## src/rtl/sha3_pkg.sv

```systemverilog
// sha3_pkg: shared SHA-3 output-stage types, sizes and mode helpers
package sha3_pkg;
    localparam int LANE_W  = 64;
    localparam int STATE_W = 1600;

    typedef enum logic [2:0] {
        M224  = 3'd0,
        M256  = 3'd1,
        M384  = 3'd2,
        M512  = 3'd3,
        MFULL = 3'd4
    } sha3_mode_e;

    typedef enum logic {
        S_IDLE   = 1'b0,
        S_STREAM = 1'b1
    } strm_state_e;

    // Unassigned codes 5-7 fall through to the SHA3-256 length.
    function automatic int mode_bits(input logic [2:0] mode);
        return (mode == M224) ? 224 : (mode == M384) ? 384 : (mode == M512) ? 512 :
               (mode == MFULL) ? 1600 : 256;
    endfunction

    function automatic int mode_beats(input logic [2:0] mode, input int dw);
        return (mode_bits(mode) + dw - 1) / dw;
    endfunction

    function automatic int last_keep_bytes(input logic [2:0] mode, input int dw);
        return mode_bits(mode) / 8 - (mode_beats(mode, dw) - 1) * (dw / 8);
    endfunction
endpackage

```

## src/rtl/sha3_digest_streamer.sv

```systemverilog
// sha3_digest_streamer: streams a captured Keccak state as an AXI4-Stream digest
module sha3_digest_streamer
    import sha3_pkg::*;
#(
    parameter int DATA_WIDTH   = 32,
    parameter bit BYTE_REVERSE = 1'b0
) (
    input  logic                    ACLK,
    input  logic                    ARESET,
    input  logic [4:0][4:0][63:0]   state_i,
    input  logic [2:0]              mode_i,
    input  logic                    load_valid,
    output logic                    load_ready,
    output logic [DATA_WIDTH-1:0]   M_AXIS_TDATA,
    output logic [DATA_WIDTH/8-1:0] M_AXIS_TKEEP,
    output logic                    M_AXIS_TVALID,
    input  logic                    M_AXIS_TREADY,
    output logic                    M_AXIS_TLAST,
    output logic [2:0]              M_AXIS_TUSER
);
    localparam int NB = DATA_WIDTH / 8;

    if (!(DATA_WIDTH inside {8, 16, 32, 64})) begin : g_bad_dw
        $error("sha3_digest_streamer: DATA_WIDTH must be 8, 16, 32 or 64");
    end

    strm_state_e           state_q, state_d;
    logic [STATE_W-1:0]    sr_q, sr_d, packed_state;
    logic [7:0]            cnt_q, cnt_d;
    logic [2:0]            mode_q, mode_d, tuser_q, tuser_d;
    logic [DATA_WIDTH-1:0] tdata_q, tdata_d;
    logic [NB-1:0]         tkeep_q, tkeep_d, keep_nat;
    logic                  tlast_q, tlast_d, beat_hs, load_fire, stream_d, beat_last;

    // Lane k = x + 5y sits at bits [64k +: 64], so beat i is simply the low word after i shifts.
    for (genvar x = 0; x < 5; x++) begin : g_x
        for (genvar y = 0; y < 5; y++) begin : g_y
            assign packed_state[(x + 5 * y) * LANE_W +: LANE_W] = state_i[x][y];
        end
    end

    assign beat_hs    = (state_q == S_STREAM) && M_AXIS_TREADY;
    assign load_ready = (state_q == S_IDLE) || (beat_hs && tlast_q);
    assign load_fire  = load_valid && load_ready;

    always_ff @(posedge ACLK) begin
        if (ARESET) begin
            state_q <= S_IDLE;
            sr_q    <= '0;
            cnt_q   <= '0;
            mode_q  <= '0;
            tdata_q <= '0;
            tkeep_q <= '0;
            tlast_q <= 1'b0;
            tuser_q <= '0;
        end else begin
            state_q <= state_d;
            sr_q    <= sr_d;
            cnt_q   <= cnt_d;
            mode_q  <= mode_d;
            tdata_q <= tdata_d;
            tkeep_q <= tkeep_d;
            tlast_q <= tlast_d;
            tuser_q <= tuser_d;
        end
    end

    always_comb state_d = load_fire ? S_STREAM : (beat_hs && tlast_q) ? S_IDLE : state_q;

    // Outputs are registered: each is computed from the state the next cycle will hold.
    always_comb begin
        sr_d      = load_fire ? packed_state : beat_hs ? sr_q >> DATA_WIDTH : sr_q;
        cnt_d     = load_fire ? 8'd0 : beat_hs ? cnt_q + 8'd1 : cnt_q;
        mode_d    = load_fire ? mode_i : mode_q;
        stream_d  = state_d == S_STREAM;
        beat_last = cnt_d == 8'(mode_beats(mode_d, DATA_WIDTH) - 1);
        keep_nat  = beat_last ? NB'((1 << last_keep_bytes(mode_d, DATA_WIDTH)) - 1) : '1;
        tdata_d   = '0;
        tkeep_d   = '0;
        for (int j = 0; j < NB; j++) begin
            tdata_d[8 * (BYTE_REVERSE ? NB - 1 - j : j) +: 8] = (stream_d && keep_nat[j]) ? sr_d[8 * j +: 8] : 8'h00;
            tkeep_d[BYTE_REVERSE ? NB - 1 - j : j] = stream_d && keep_nat[j];
        end
        tlast_d   = stream_d && beat_last;
        tuser_d   = stream_d ? mode_d : 3'd0;
    end

    assign M_AXIS_TVALID = state_q == S_STREAM;
    assign M_AXIS_TDATA  = tdata_q;
    assign M_AXIS_TKEEP  = tkeep_q;
    assign M_AXIS_TLAST  = tlast_q;
    assign M_AXIS_TUSER  = tuser_q;
endmodule

```

## config.mk

```make
export PLATFORM = sky130hd
export DESIGN_NAME = sha3_digest_streamer
export DESIGN_NICKNAME = d
export VERILOG_FILES = /design/src/rtl/sha3_pkg.sv /design/src/rtl/sha3_digest_streamer.sv
export SDC_FILE = /design/constraint.sdc
export NUM_CORES = 2
export LEC_CHECK = 0
export ABC_AREA = 0
export ABC_CLOCK_PERIOD_IN_PS = 7300
export CORE_AREA = 5 5 639 641
export CTS_BUF_LIST = sky130_fd_sc_hd__clkbuf_4
export CTS_CLUSTER_SIZE = 12
export DETAILED_ROUTE_END_ITERATION = 16
export DIE_AREA = 0 0 644 646
export SLEW_MARGIN = 20
export SYNTH_ARGS = -nofsm -noshare
export SYNTH_HDL_FRONTEND = slang
export SYNTH_SLANG_ARGS = --single-unit
```

## constraint.sdc

```tcl
create_clock -name ACLK -period 7.3 [get_ports ACLK]
set_clock_uncertainty 0.1 [all_clocks]
set_input_delay 0.73 -clock ACLK [delete_from_list [all_inputs] [get_ports ACLK]]
set_output_delay 0.73 -clock ACLK [all_outputs]
set_load 0.01 [all_outputs]
```

==> metrics <==
most used cell, CP buf_12; Least-Margin Pin Slew 1290 ps; Avg Cell Area, Syn 7.63 um^2; Tmin final 4400 ps; post-DR vias/cell 4.56; commonest cells in the netlist 3,176 x nand2_1, 1,648 x dfxtp_1, 1,577 x nor2_1; Worst setup EP type flip-flop; ANT nets after route 0; FMAX 227 MHz; Hold Crit Class input port to flip-flop; CP Buf/Inv Count 3; Post-CTS Resized 0; CTS tree yes; crit-path cells a21bo_1 -> nand2_4 -> buf_12 -> buf_12 -> nor2_1 -> a311oi_1 -> dlygate4sd3_1; post-synthesis sequential area ratio between 40% and 50%; Post-synth EDFFs 0; arrival time at the worst endpoint about 5700 ps; vias in the first global route 78,700; Slew headroom 14.1%; iteration-0 DRC count of the detailed router a little under 9,000; # rows 233; largest area contributor in the netlist dfxtp_1; Synth cell types 40; DR WL/cell approximately 23 um; Total GRT Usage 18.3%; Setup violations, final 0; drt pass-1 iters 9; Async S/R FF share, synth 0%; period utilisation layout between 60% and 70%; CP top delay family buffers and inverters; Crit path required time 8560 ps; total power 0.0232 W; Total Nets Final 13,700; residual DRC count 0; Setup Fix Bufs, Post-CTS 0; VDD IR-drop max between 0.1 and 0.15 mV; total global routing overflow 0; warning count from the yosys run 0; Cells after Synth 9,073; Area Growth Syn to Fin 64.0%; setup TNS 0 ps; CP max-delay cell nand2_4; Crit Path Class flip-flop to flip-flop; RSZ-0062 raised after global routing no; PwrDens 205 mW/mm^2; initial core utilization 17.2%; clk sink count 1,648; Crit Path Max Fanout 218; FF+latch count, synth approximately 1,600; first-pass GRT wire length 564,000 um; Die Wd 644 um; Synth area leaders dfxtp_1 48%, a311oi_1 19%, nand2_1 17%, nor2_1 8.6%, clkbuf_1 4.0%; pin count of the biggest net entering global routing 251; port bufs 1,648; count leader, synth nand2_1; Routed WL just over 400,000 um; root buffer cell clkbuf_4; CTS buffer count between 400 and 500; share of layout cells above drive strength 1 between 6 and 7%; worst-skew pair later-pin latency 1380 ps; cts hold-fix bufs 1,684; H-tree depth 5; Yosys top cell area share 47.7%; IO Count 1,649; Core ar. about 0.4 mm^2; main flop type after synthesis dfxtp_1; Placer Congestion 0.910; HPWL after DPL 297,000 um; routed vias around 80,000; clk buf depth 4; total die area 0.416 mm^2; crit-path max cell delay 720 ps; fin. max-slew vios 0; Max Cap Violations 0; Post-Synthesis Net Count 10,700; run status complete, no violations; synthesized cell area 0.0692 mm^2; Die Span Y 646 um; antenna violations before repair 235; Reg clk slew, reported paths 80 ps; Hold Violations, Final 0; P_leak about 40 nW; Worst Setup Start Kind flip-flop
[per-stage QoR]
step	cells	hold slack, ps	util [%]	area, um^2	setup slack, ps
floorplan	9073	348	-	69200	4050
finish	18000	249	28.3	114000	2900
CTS	17700	17.4	28.1	113000	2950
global placement	15200	356	22.4	89900	2770
global route	17900	99.4	28.2	113000	2550
detailed placement	15200	359	22.4	89900	2730
[cell usage in the layout, fill, tap and decap left out, types with 84 or more instances in the layout]
| cell | synthesis | routed |
|---|---|---|
| clkdlybuf4s50_1 | 0 | 1647 |
| a311oi_1 | 1537 | 1537 |
| a21oi_1 | 97 | 97 |
| dfxtp_1 | 1648 | 1648 |
| diode_2 | 0 | 293 |
| clkbuf_4 | 0 | 710 |
| nor2_1 | 1577 | 1577 |
| dlygate4sd3_1 | 0 | 1684 |
| nand2_1 | 3176 | 3174 |
| clkinv_1 | 0 | 84 |
[cell type report]
class,instances,area (um^2)
clock buffers,710,5330
diodes,293,733
fillers,43000,288000
multi-input cells,6518,32600
flip-flops and latches,1648,33000
repair buffers,3429,34500
well taps,5287,6620
inverters,4,15.0
clock inverters,124,656
[flip-flops by register name, indices dropped and copies added, names as in the netlist]
register	flops
sr_q	1600
mode_q	3
M_AXIS_TKEEP	1
M_AXIS_TLAST	1
cnt_q	8
M_AXIS_TDATA	32
M_AXIS_TUSER	3
[layer usage]
layer  track usage [%]  routed length, um
met2              32.2             205000
met5                 0                172
met4              10.4              24400
met3              3.03              25500
met1              21.1             154000
[final timing paths]
| check | from | endpoint | slack (ps) | cells past startpoint |
|---|---|---|---|---|
| max reg2reg | M_AXIS_TKEEP[2] | sr_q[730] | 2900 | 7 |
| min | state_i[361] | sr_q[105] | 250 | 3 |
| min reg2reg | sr_q[861] | sr_q[829] | 270 | 2 |
| max | M_AXIS_TKEEP[2] | sr_q[730] | 2900 | 7 |
[report_power, final]
| group | switching [W] | internal (W) |
|---|---|---|
| logic | 0.00201 | 0.00205 |
| registers | 0.000497 | 0.00974 |
| clock network | 0.00444 | 0.00450 |
[tightest hold or removal path, cell delays in order]
cell and delay, ps:
clkdlybuf4s50_1 400, nor2_1 300, a311oi_1 90
[logic make-up (layout without fill, tap and decap cells)]
logic type	count (synthesis)	after routing	share of synthesized area, %
buffers and inverters	907	4267	5.21
adders and majority gates	3	3	0.0542
and+or+nand+nor	4853	4853	26.5
other	0	293	0
muxes	4	4	0.0579
xor gates and xnor gates	8	8	0.101
AOI/OAI and AO/OA	1650	1650	20.4
DFF	1648	1648	47.7
Note: power is estimated with default switching activity, not from simulation.
